[config.mk]
export PLATFORM = sky130hd
export DESIGN_NAME = alu_mul_sequencer_flat
export DESIGN_NICKNAME = d
export VERILOG_FILES = /design/src/rtl/alu_mul_sequencer_if.sv /design/src/rtl/alu_mul_sequencer.sv /design/src/flat_wrapper.sv
export SDC_FILE = /design/constraint.sdc
export NUM_CORES = 1
export LEC_CHECK = 0
export BUFFER_PORTS_ARGS = -buffer_cell sky130_fd_sc_hd__buf_2
export CAP_MARGIN = 10
export CORE_MARGIN = 2
export CORE_UTILIZATION = 50
export CTS_BUF_LIST = sky130_fd_sc_hd__clkbuf_2
export DETAILED_ROUTE_END_ITERATION = 10
export GPL_ROUTABILITY_DRIVEN = 1
export HOLD_SLACK_MARGIN = 0.06
export PLACE_DENSITY = 0.84
export SYNTH_ARGS = -nofsm -noshare
export SYNTH_HDL_FRONTEND = slang
export SYNTH_SLANG_ARGS = --single-unit
[constraint.sdc]
create_clock -name clk -period 3.41 [get_ports clk]
set_input_delay 0.1705 -clock clk [delete_from_list [all_inputs] [get_ports clk]]
set_output_delay 0.1705 -clock clk [all_outputs]
set_load 0.005 [all_outputs]
[src/rtl/alu_mul_sequencer_if.sv]
// Handshake and shared-ALU bundle for alu_mul_sequencer.
// Requester side: req_valid/req_ready/op_a/op_b and abort.
// Consumer side: resp_valid/resp_ready/resp_result.
// Shared ALU side: alu_sel/alu_src_a/alu_src_b/alu_ctrl out, alu_result back.
// Valid/ready: a transfer happens on a rising clk edge where both valid and
// ready are 1. The sender keeps its payload stable while valid is high and
// ready is low. The receiver may raise or lower ready freely.
interface alu_mul_sequencer_if #(
    parameter int WIDTH = 32
);
    logic             req_valid;
    logic             req_ready;
    logic [WIDTH-1:0] op_a;
    logic [WIDTH-1:0] op_b;
    logic             abort;
    logic             resp_valid;
    logic             resp_ready;
    logic [WIDTH-1:0] resp_result;
    logic             alu_sel;
    logic [WIDTH-1:0] alu_src_a;
    logic [WIDTH-1:0] alu_src_b;
    logic [2:0]       alu_ctrl;
    logic [WIDTH-1:0] alu_result;

    // Sequencer side
    modport slave (
        input  req_valid, op_a, op_b, abort, resp_ready, alu_result,
        output req_ready, resp_valid, resp_result,
        output alu_sel, alu_src_a, alu_src_b, alu_ctrl
    );

    // Requester / consumer / datapath side
    modport master (
        output req_valid, op_a, op_b, abort, resp_ready, alu_result,
        input  req_ready, resp_valid, resp_result,
        input  alu_sel, alu_src_a, alu_src_b, alu_ctrl
    );
endinterface

[src/rtl/alu_mul_sequencer.sv]
// alu_mul_sequencer: shift-add unsigned multiplier (low WIDTH bits) that
// borrows the shared datapath ALU in ADD mode, one partial product per cycle.
// Optional macro ALU_MUL_EARLY_EXIT_EN: leave RUN as soon as the remaining
// multiplier bits above bit 0 are all zero, instead of always taking WIDTH steps.
// CNT_W must satisfy 2**CNT_W > WIDTH.
module alu_mul_sequencer #(
    parameter int WIDTH = 32,
    parameter int CNT_W = 6
) (
    input  logic                clk,
    input  logic                rst,        // asynchronous, active-low
    alu_mul_sequencer_if.slave  bus,
    output logic [1:0]          state_dbg
);
    localparam logic [1:0] S_IDLE = 2'd0;
    localparam logic [1:0] S_RUN  = 2'd1;
    localparam logic [1:0] S_DONE = 2'd2;

    logic [1:0]       state;
    logic [WIDTH-1:0] acc;
    logic [WIDTH-1:0] mcand;
    logic [WIDTH-1:0] mplier;
    logic [CNT_W-1:0] cnt;
    logic             last_step;

    // Last RUN step: the counter reaches WIDTH-1, or (early exit) no set
    // multiplier bits remain above the one consumed this cycle.
`ifdef ALU_MUL_EARLY_EXIT_EN
    assign last_step = (cnt == CNT_W'(WIDTH - 1)) || (mplier[WIDTH-1:1] == '0);
`else
    assign last_step = (cnt == CNT_W'(WIDTH - 1));
`endif

    // Handshake and ALU request outputs are pure decodes of the state, so the
    // ALU is only ever claimed while RUN is the registered state.
    assign bus.req_ready   = (state == S_IDLE);
    assign bus.resp_valid  = (state == S_DONE);
    assign bus.resp_result = acc;
    assign bus.alu_sel     = (state == S_RUN);
    assign bus.alu_src_a   = (state == S_RUN) ? acc   : '0;
    assign bus.alu_src_b   = (state == S_RUN) ? mcand : '0;
    assign bus.alu_ctrl    = 3'b000;
    assign state_dbg       = state;

    // Control FSM plus shift-add datapath registers.
    always_ff @(posedge clk or negedge rst) begin
        if (!rst) begin
            state  <= S_IDLE;
            acc    <= '0;
            mcand  <= '0;
            mplier <= '0;
            cnt    <= '0;
        end else begin
            case (state)
                S_IDLE: begin
                    // abort is meaningless here; a request is still taken.
                    if (bus.req_valid) begin
                        mcand  <= bus.op_a;
                        mplier <= bus.op_b;
                        acc    <= '0;
                        cnt    <= '0;
                        state  <= S_RUN;
                    end
                end
                S_RUN: begin
                    if (bus.abort) begin
                        state <= S_IDLE;
                    end else begin
                        // alu_result is acc + mcand from the shared ALU this cycle.
                        if (mplier[0]) begin
                            acc <= bus.alu_result;
                        end
                        mcand  <= mcand << 1;
                        mplier <= mplier >> 1;
                        cnt    <= cnt + 1'b1;
                        if (last_step) begin
                            state <= S_DONE;
                        end
                    end
                end
                S_DONE: begin
                    // abort wins over a simultaneous consumer handshake.
                    if (bus.abort || bus.resp_ready) begin
                        state <= S_IDLE;
                    end
                end
                default: begin
                    state <= S_IDLE;
                end
            endcase
        end
    end
endmodule

[src/flat_wrapper.sv]
// flat-port wrapper written by rule: the top's interface ports become plain ports
module alu_mul_sequencer_flat 
#(
    parameter int WIDTH = 32,
    parameter int CNT_W = 6
)
  (clk, rst, state_dbg, bus_req_valid, bus_op_a, bus_op_b, bus_abort, bus_resp_ready, bus_alu_result, bus_req_ready, bus_resp_valid, bus_resp_result, bus_alu_sel, bus_alu_src_a, bus_alu_src_b, bus_alu_ctrl);
  alu_mul_sequencer_if #(.WIDTH(WIDTH)) bus_i ();
  input  logic clk;
  input  logic rst;
  output logic [1:0] state_dbg;
  input wire logic [$bits(bus_i.req_valid)-1:0] bus_req_valid;
  input wire logic [$bits(bus_i.op_a)-1:0] bus_op_a;
  input wire logic [$bits(bus_i.op_b)-1:0] bus_op_b;
  input wire logic [$bits(bus_i.abort)-1:0] bus_abort;
  input wire logic [$bits(bus_i.resp_ready)-1:0] bus_resp_ready;
  input wire logic [$bits(bus_i.alu_result)-1:0] bus_alu_result;
  output wire logic [$bits(bus_i.req_ready)-1:0] bus_req_ready;
  output wire logic [$bits(bus_i.resp_valid)-1:0] bus_resp_valid;
  output wire logic [$bits(bus_i.resp_result)-1:0] bus_resp_result;
  output wire logic [$bits(bus_i.alu_sel)-1:0] bus_alu_sel;
  output wire logic [$bits(bus_i.alu_src_a)-1:0] bus_alu_src_a;
  output wire logic [$bits(bus_i.alu_src_b)-1:0] bus_alu_src_b;
  output wire logic [$bits(bus_i.alu_ctrl)-1:0] bus_alu_ctrl;
  assign bus_i.req_valid = bus_req_valid;
  assign bus_i.op_a = bus_op_a;
  assign bus_i.op_b = bus_op_b;
  assign bus_i.abort = bus_abort;
  assign bus_i.resp_ready = bus_resp_ready;
  assign bus_i.alu_result = bus_alu_result;
  assign bus_req_ready = bus_i.req_ready;
  assign bus_resp_valid = bus_i.resp_valid;
  assign bus_resp_result = bus_i.resp_result;
  assign bus_alu_sel = bus_i.alu_sel;
  assign bus_alu_src_a = bus_i.alu_src_a;
  assign bus_alu_src_b = bus_i.alu_src_b;
  assign bus_alu_ctrl = bus_i.alu_ctrl;
  alu_mul_sequencer #(.WIDTH(WIDTH), .CNT_W(CNT_W)) u_core (.clk(clk), .rst(rst), .bus(bus_i), .state_dbg(state_dbg));
endmodule
==> results of run 1 <==
==> flip-flops by register name, summed over array words and instances, names as in the netlist <==
| register | cells |
|---|---|
| u_core.bus.resp_result | 32 |
| u_core.cnt | 6 |
| u_core.mcand | 32 |
| u_core.mplier | 32 |
| u_core.state_dbg | 2 |
==> critical path: stages (launching register included) <==
cell	delay, ns
dfrtp_1	0.54
nand2b_1	0.21
inv_2	0.50
buf_4	0.43
and2_1	0.24
buf_2	0.15
==> worst max path at each step <==
| stage | endpoint | slack (ns) |
|---|---|---|
| global route | bus_alu_src_b[24] | 0.34 |
| detailed placement | bus_alu_src_b[24] | 1.30 |
| floorplan | bus_alu_src_a[0] | 1.77 |
| finish | bus_alu_src_b[24] | 0.59 |
| global placement | bus_alu_src_b[24] | 1.36 |
| CTS | bus_alu_src_b[24] | 0.56 |
==> logic make-up after synthesis <==
kind of cell    Yosys count  synth area share (%)
compound gates          113                 17.84
xor+xnor                  4                0.6817
fa+ha+maj                 1                0.2434
buf+inv                  47                 5.501
flops                   104                 50.63
other cells               1               0.07296
simple gates            274                 25.02
==> cells in the final DEF (no fill, tap or decap), types with 2 or more instances in the layout <==
cell type,instances
buf_2,200
nand2_1,139
dfrtp_1,104
dlygate4sd3_1,100
and2_1,85
nor2_1,37
o21ai_0,35
a31oi_2,29
a221o_1,22
a21oi_1,10
clkbuf_2,10
o21ai_1,8
buf_4,8
a22o_1,3
conb_1,3
clkinvlp_4,3
nand2b_1,2
nor3b_2,2
xnor2_1,2
xor2_1,2
a31oi_1,2
clkinv_2,2
buf_12,2
==> cell type report <==
type                       count  area [um2]  share of cell area [%]
clock buffer                  10       50.05                  0.6914
clock inverter                 6       36.28                  0.5013
sequential                   104        2603                   35.96
timing repair buffer         310        2102                   29.04
multi-input combinational    395        2270                   31.36
inverter                       2       7.507                  0.1037
tap                          136       170.2                   2.351
==> power breakdown <==
part | total [mW] | switching [mW] | internal [mW]
Clock | 0.491 | 0.398 | 0.0929
Sequential | 1.77 | 0.211 | 1.56
Combinational | 1.25 | 0.647 | 0.599
Total | 3.51 | 1.26 | 2.25
==> what timing repair did <==
| item | in CTS | in global routing |
|---|---|---|
| hold buffers | 100 | 0 |
| setup buffers | 0 | 0 |
| resized for setup | 0 | 0 |
| endpoints found under the hold margin | 183 | 0 |
==> per-layer routing <==
metal | track usage, % | routed length [um] | up-vias
met5 | 0 | 0 | -
met4 | 9.524 | 393 | 0
met3 | 7.174 | 901 | 40
met2 | 45.48 | 7566 | 232
met1 | 32.86 | 5833 | 2348
li1 | - | - | 2356
==> metrics by stage <==
stage / utilization [%] / setup slack (ns) / cell area (um2) / hold slack, ns / instances
finish: 71.39 / 0.5901 / 7238 / 0.2855 / 963
global route: 71.39 / 0.3383 / 7238 / 0.2609 / 963
CTS: 71.39 / 0.5617 / 7238 / 0.2601 / 963
detailed placement: 60.67 / 1.300 / 6151 / 0.3997 / 847
global placement: 60.67 / 1.359 / 6151 / 0.3963 / 847
floorplan: - / 1.771 / 5147 / -0.1251 / 546
==> impl_metrics.env, run 1 <==
export IMPL_hold_path_class="primary input to async pin"
export IMPL_die_height_um=105.4
export IMPL_final_layout_size_suffix_gt1_share_pct=31.44
export IMPL_p_leak_nw=3.593
export IMPL_avgViaCountPerCell=5.167
export IMPL_num_fill_cells=721
export IMPL_post_synth_top_area_cell="dfrtp_1"
export IMPL_end_kind="output port"
export IMPL_synthToLayoutAreaGrowth_pct=40.82
export IMPL_top_count_cell_post_synth="nand2_1"
export IMPL_cts_root_buf="clkbuf_2"
export IMPL_io_pin_count=205
export IMPL_dieArea_um2=11110
export IMPL_core_um2=10140
export IMPL_synth_cell_area_um2=5140
export IMPL_synthesis_yosys_warnings=0
export IMPL_worst_skew_pair_late_latency_ns=0.56
export IMPL_floorplan_initialDensity_pct=50.70
export IMPL_synth_avg_cell_area_um2=9.448
export IMPL_setup_viol=0
export IMPL_power_per_cell_area_nw_per_um2=484.3
export IMPL_grt_setup_unrepaired="no"
export IMPL_r2r_cells=6
export IMPL_via_count_of_the_first_global_routing_pass=5041
export IMPL_run_status="finished, final reports clean"
export IMPL_rr_startpoint="u_core.state_dbg[1]$_DFFE_PN0P_"
export IMPL_maxClockFrequency_mhz=354.6
export IMPL_cp_data_required_time_ns=3.24
export IMPL_antenna_found_initial=0
export IMPL_timing_reg2reg_setup_slack_ns=1.13
export IMPL_post_route_period_util_pct=82.70
export IMPL_timing_critical_path_from_type="flop"
export IMPL_maxSlewHeadroom_pct=30.10
export IMPL_arrival_time_reported_for_the_critical_path_endpoint_ns=2.65
export IMPL_crit_reg2reg_capture="u_core.mcand[30]$_DFFE_PN0P_"
export IMPL_dr_total_vias=4976
export IMPL_cts_buffers=9
export IMPL_num_antenna_cells=0
export IMPL_first_pass_grt_wire_length_um=23960
export IMPL_worst_slew_pin_transition_ns=1.049
export IMPL_num_rows=37
export IMPL_max_cap_violations=0
export IMPL_irDropWorstVdd_mv=0.3265
export IMPL_global_routing_usage_summed_across_all_routing_layers_pct=26.79
export IMPL_hold_viol_final=0
export IMPL_timing_setup_critical_path_class="flop to output port"
export IMPL_seq_area_frac_synth_pct=50.63
export IMPL_floorplan_die_width_um=105.4
export IMPL_ys_top_cells_by_area="dfrtp_1 51%, and2_1 10%, nand2_1 10%"
export IMPL_clkTransAtPathRegs_ns=0.28
export IMPL_drt_initial_drc_count=388
export IMPL_finalWorstPathRequiredPeriod_ns=2.820
export IMPL_synth_lib_cells_used_distinct=39
export IMPL_drt_pass1_iterations=5
export IMPL_cts_htree_levels=3
export IMPL_post_drt_wl_per_cell_um=15.26
export IMPL_cts_buffer_depth=2
export IMPL_cp_max_fo=42
export IMPL_largest_clock_skew_in_the_final_design_ns=0.03031
export IMPL_place_port_buffers=201
export IMPL_nNetsFinal=924
export IMPL_yosysTopAreaCellShare_pct=50.63
export IMPL_globalplace_congestion=0.7882
export IMPL_synth_edff_count=0
export IMPL_grt_max_degree=85
export IMPL_grt_overflow_total=0
export IMPL_syn_instance_count=544
export IMPL_cts_sinks=104
export IMPL_power_total_mw=3.506
export IMPL_detailed_route_drc_error_count=0
export IMPL_tns_ns=0
export IMPL_critical_path_startpoint="u_core.state_dbg[1]$_DFFE_PN0P_"
export IMPL_half_perimeter_wire_length_after_detailed_placement_um=8709
export IMPL_ant_nets=0
export IMPL_yosys_most_used_dff="dfrtp_1"
export IMPL_wirelength_um=14690
export IMPL_yosys_register_bits=104
export IMPL_synth_top_cells_by_count="139 x nand2_1, 104 x dfrtp_1, 85 x and2_1"
export IMPL_ys_async_sr_fraction_pct=100.0
export IMPL_cts_tree="built"
export IMPL_finalMaxSlewViolations=0
(Power assumes the default switching activity.)
==> run 2: changes to the inputs <==
==> constraint.sdc (replaced) <==
create_clock -name clk -period 2.8 [get_ports clk]
set_input_delay 0.14 -clock clk [delete_from_list [all_inputs] [get_ports clk]]
set_output_delay 0.14 -clock clk [all_outputs]
set_load 0.005 [all_outputs]
==> impl_metrics.env, run 2 (synthesis results as in run 1) <==
export IMPL_cts_tree="built"
export IMPL_cp_data_required_time_ns=2.66
export IMPL_combinationalPowerShare_pct=34.8
export IMPL_cts_sinks=104
export IMPL_tns_ns=0
export IMPL_grt_max_degree=90
export IMPL_cts_buffers=9
export IMPL_arrival_time_reported_for_the_critical_path_endpoint_ns=2.34
export IMPL_avgViaCountPerCell=5.205
export IMPL_cts_root_buf="clkbuf_2"
export IMPL_globalplace_congestion=0.8055
export IMPL_run_status="finished, final reports clean"
export IMPL_layout_cells_most_common="buf_2"
export IMPL_drt_pass1_iterations=5
export IMPL_maxSlewHeadroom_pct=25.24
export IMPL_sw_frac_of_total_pct=35.27
export IMPL_num_fill_cells=711
export IMPL_finalMaxSlewViolations=0
export IMPL_p_leak_nw=3.601
export IMPL_global_routing_usage_summed_across_all_routing_layers_pct=27.33
export IMPL_first_pass_grt_wire_length_um=24360
export IMPL_hold_path_class="primary input to async pin"
export IMPL_switching_power_mw=1.539
export IMPL_cts_buffer_depth=2
export IMPL_io_pin_count=205
export IMPL_worst_slew_pin_transition_ns=1.121
export IMPL_setup_viol=0
export IMPL_largest_clock_skew_in_the_final_design_ns=0.02204
export IMPL_power_total_mw=4.362
export IMPL_cts_hold_buffers=100
export IMPL_power_per_cell_area_nw_per_um2=601.5
export IMPL_max_cap_violations=0
export IMPL_power_report_internal_total_mw=2.824
export IMPL_cp_max_fo=35
export IMPL_p_seq_share_pct=49.5
export IMPL_worst_slack_ns=0.3231
export IMPL_rr_startpoint="u_core.state_dbg[1]$_DFFE_PN0P_"
export IMPL_place_area_um2=6143
export IMPL_dieArea_um2=11110
export IMPL_drt_initial_drc_count=334
export IMPL_end_kind="output port"
export IMPL_critical_path_startpoint="u_core.state_dbg[1]$_DFFE_PN0P_"
export IMPL_num_antenna_cells=0
export IMPL_timing_critical_path_from_type="flop"
export IMPL_antenna_found_initial=0
export IMPL_timing_setup_critical_path_class="flop to output port"
export IMPL_final_layout_size_suffix_gt1_share_pct=31.11
export IMPL_mostFrequentLayoutCells="200 x buf_2, 139 x nand2_1, 104 x dfrtp_1, 100 x dlygate4sd3_1, 85 x and2_1"
export IMPL_hold_viol_final=0
export IMPL_num_rows=37
export IMPL_synthToLayoutAreaGrowth_pct=41.09
export IMPL_post_route_period_util_pct=88.46
export IMPL_nNetsFinal=923
export IMPL_detailed_route_drc_error_count=0
export IMPL_floorplan_die_width_um=105.4
export IMPL_post_cts_setup_buffer_count=0
export IMPL_finalWorstPathRequiredPeriod_ns=2.477
export IMPL_placement_setup_worst_slack_ns=0.9074
export IMPL_cts_htree_levels=3
export IMPL_maxClockFrequency_mhz=403.7
export IMPL_timing_hold_ws_ns=0.2539
export IMPL_final_area_um2=7252
export IMPL_via_count_of_the_first_global_routing_pass=5092
export IMPL_core_um2=10140
export IMPL_floorplan_initialDensity_pct=50.70
export IMPL_p_clk_share_pct=15.7
export IMPL_post_drt_wl_per_cell_um=15.35
export IMPL_die_height_um=105.4
export IMPL_multi_input_comb_area_um2=2270
export IMPL_grt_setup_unrepaired="no"
export IMPL_final_seq_area_um2=2603
export IMPL_place_port_buffers=201
export IMPL_number_of_cells_upsized_or_downsized_after_cts=0
export IMPL_ant_nets=0
export IMPL_worst_skew_pair_late_latency_ns=0.58
export IMPL_half_perimeter_wire_length_after_detailed_placement_um=8821
export IMPL_clkTransAtPathRegs_ns=0.26
export IMPL_grt_overflow_total=0
export IMPL_dr_total_vias=5007
export IMPL_wirelength_um=14770
export IMPL_irDropWorstVdd_mv=0.3571
[run 2: changes by cell type in the layout (fill, tap and decap cells not counted)]
cell        change
buf_4           -1
clkinvlp_4      -2
clkinv_2        -1
clkinv_4        +1
clkbuf_2        -1
bufinv_16       +1
clkinv_1        +2
[run 2: worst max-delay path, stage by stage, from the launching register on]
cell and delay [ns]:
dfrtp_1 0.53, nand2b_1 0.21, inv_2 0.32, buf_4 0.36
and2_1 0.21, buf_2 0.13
[run 2: power groups by stage]
stage	Clock [mW]	Sequential, mW	Combinational, mW
2_1_floorplan	0	2.11	0.917
3_3_place_gp	0	2.15	1.33
3_5_place_dp	0	2.17	1.39
4_1_cts	0.705	2.15	1.50
5_1_grt	0.764	2.22	1.68
6_report	0.684	2.16	1.52
[run 2: stage by stage]
step                      std cells  utilization [%]
after floorplan                 546                -
after CTS                       962            71.53
final                           962            71.53
after detailed placement        846            60.59
after global routing            962            71.53
after global placement          846            60.59
[run 2: area by class of cell]
class / instances / share of cell area (%)
timing repair buffer: 309 / 28.88
clock buffer: 9 / 0.6211
tap: 136 / 2.346
multi-input combinational: 395 / 31.30
clock inverter: 7 / 0.8627
inverter: 2 / 0.1035
sequential: 104 / 35.89
[run 2: worst paths after layout]
kind                                                         end  slack, ns  cells after the start
min                                  u_core.mcand[2]$_DFFE_PN0P_       0.25                      2
min reg2reg                         u_core.mcand[27]$_DFFE_PN0P_       0.51                      2
max reg2reg                      u_core.state_dbg[1]$_DFFE_PN0P_       0.63                      6
max                                            bus_alu_src_b[29]       0.32                      5
max in group asynchronous  u_core.bus.resp_result[1]$_DFFE_PN0P_       1.65                      3
min in group clk                    u_core.mcand[16]$_DFFE_PN0P_       0.31                      3
[run 2: layer usage]
layer | global-route usage [%] | share of wire [%]
met3 | 6.494 | 6.6
met4 | 12.19 | 3.0
met1 | 31.98 | 39
met2 | 47.56 | 51
met5 | 0 | 0
==> run 3: changes to the inputs <==
--- a/config.mk
+++ b/config.mk
@@ -7,7 +7,6 @@
 export LEC_CHECK = 0
 export BUFFER_PORTS_ARGS = -buffer_cell sky130_fd_sc_hd__buf_2
 export CAP_MARGIN = 10
-export CORE_MARGIN = 2
 export CORE_UTILIZATION = 50
 export CTS_BUF_LIST = sky130_fd_sc_hd__clkbuf_2
 export DETAILED_ROUTE_END_ITERATION = 10
==> impl_metrics.env, run 3 (synthesis results as in run 1) <==
export IMPL_run_status="finished, final reports clean"
export IMPL_grt_max_degree=70
export IMPL_timing_critical_path_from_type="flop"
export IMPL_tns_ns=0
export IMPL_cts_sinks=104
export IMPL_via_count_of_the_first_global_routing_pass=4869
export IMPL_timing_setup_critical_path_class="flop to output port"
export IMPL_mostFrequentLayoutCells="200 x buf_2, 139 x nand2_1, 104 x dfrtp_1, 100 x dlygate4sd3_1, 85 x and2_1"
export IMPL_die_height_um=103.4
export IMPL_worst_skew_pair_late_latency_ns=0.55
export IMPL_maxClockFrequency_mhz=398.4
export IMPL_final_seq_area_um2=2603
export IMPL_grt_setup_unrepaired="no"
export IMPL_half_perimeter_wire_length_after_detailed_placement_um=8662
export IMPL_io_pin_count=205
export IMPL_post_drt_wl_per_cell_um=15.68
export IMPL_hold_path_class="primary input to async pin"
export IMPL_place_port_buffers=201
export IMPL_globalplace_congestion=0.7800
export IMPL_dr_total_vias=4958
export IMPL_antenna_found_initial=0
export IMPL_floorplan_die_width_um=103.4
export IMPL_cp_max_fo=32
export IMPL_critical_path_startpoint="u_core.state_dbg[1]$_DFFE_PN0P_"
export IMPL_max_cap_violations=0
export IMPL_hold_viol_final=0
export IMPL_drt_pass1_iterations=5
export IMPL_cts_htree_levels=3
export IMPL_cts_root_buf="clkbuf_2"
export IMPL_synthToLayoutAreaGrowth_pct=41.48
export IMPL_largest_clock_skew_in_the_final_design_ns=0.03788
export IMPL_detailed_route_drc_error_count=0
export IMPL_post_route_period_util_pct=89.63
export IMPL_dieArea_um2=10690
export IMPL_grt_overflow_total=0
export IMPL_layout_cells_most_common="buf_2"
export IMPL_post_cts_setup_buffer_count=0
export IMPL_avgViaCountPerCell=5.165
export IMPL_setup_viol=0
export IMPL_end_kind="output port"
export IMPL_final_layout_size_suffix_gt1_share_pct=31.56
export IMPL_ant_nets=0
export IMPL_num_fill_cells=646
export IMPL_number_of_cells_upsized_or_downsized_after_cts=0
export IMPL_drt_initial_drc_count=179
export IMPL_nNetsFinal=924
export IMPL_cp_data_required_time_ns=2.66
export IMPL_place_area_um2=6176
export IMPL_irDropWorstVdd_mv=0.2743
export IMPL_core_um2=9864
export IMPL_cts_buffer_depth=2
export IMPL_finalWorstPathRequiredPeriod_ns=2.510
export IMPL_cts_buffers=9
export IMPL_maxSlewHeadroom_pct=48.25
export IMPL_rr_startpoint="u_core.state_dbg[1]$_DFFE_PN0P_"
export IMPL_p_leak_nw=3.606
export IMPL_power_per_cell_area_nw_per_um2=594.4
export IMPL_wirelength_um=15050
export IMPL_worst_slew_pin_transition_ns=0.7762
export IMPL_num_rows=36
export IMPL_cts_tree="built"
export IMPL_global_routing_usage_summed_across_all_routing_layers_pct=27.80
export IMPL_num_antenna_cells=0
export IMPL_arrival_time_reported_for_the_critical_path_endpoint_ns=2.37
export IMPL_finalMaxSlewViolations=0
export IMPL_floorplan_initialDensity_pct=52.11
export IMPL_r2r_cells=5
export IMPL_multi_input_comb_area_um2=2272
export IMPL_clkTransAtPathRegs_ns=0.30
export IMPL_final_area_um2=7272
export IMPL_first_pass_grt_wire_length_um=22540
## run 3: timing repair
action	4_1_cts	5_1_grt
setup endpoints to repair	0	0
endpoints found under the hold margin	161	0
hold buffers	100	0
## run 3: worst paths after layout
path | to | slack, ns
max | bus_alu_src_b[26] | 0.29
min | u_core.mcand[29]$_DFFE_PN0P_ | 0.13
max reg2reg | u_core.state_dbg[1]$_DFFE_PN0P_ | 0.75
min reg2reg | u_core.mcand[28]$_DFFE_PN0P_ | 0.51
max in group asynchronous | u_core.bus.resp_result[15]$_DFFE_PN0P_ | 1.89
min in group clk | u_core.mplier[31]$_DFFE_PN0P_ | 0.32
## run 3: worst max-delay path, stage by stage, from the launching register on
cell	delay, ns
dfrtp_1	0.56
nand2b_2	0.19
clkinv_2	0.33
buf_4	0.37
and2_1	0.22
buf_2	0.14
## run 3: layout make-up
type	instances	share of cell area [%]
Clock inverter	6	0.6194
Multi-Input combinational cell	395	31.25
Tap cell	133	2.288
Clock buffer	10	0.6882
Sequential cell	104	35.79
Timing Repair Buffer	310	29.25
Inverter	2	0.1204
## run 3: where the power goes
group	internal, mW	leakage [nW]	switching [mW]
clock network	0.124	0.0562	0.508
logic	0.741	2.26	0.790
registers	1.90	1.29	0.264
## run 3: layer usage
| metal | global-route usage (%) | part of all wire (%) |
|---|---|---|
| met5 | 0 | 0 |
| met1 | 31.30 | 39 |
| met4 | 16.25 | 3.8 |
| met3 | 6.116 | 6.2 |
| met2 | 48.55 | 51 |
## run 3: through the flow
step	utilization, %	hold WS (ns)	setup slack [ns]	cells	total power, mW
final	73.72	0.1306	0.2903	960	4.323
after global routing	73.72	0.1410	0.05746	960	4.632
after CTS	73.72	0.1379	0.2872	960	4.301
after detailed placement	62.61	0.2745	0.8853	844	3.572
after global placement	62.61	0.2628	0.9534	844	3.494
after floorplan	-	-0.1556	1.192	546	3.030
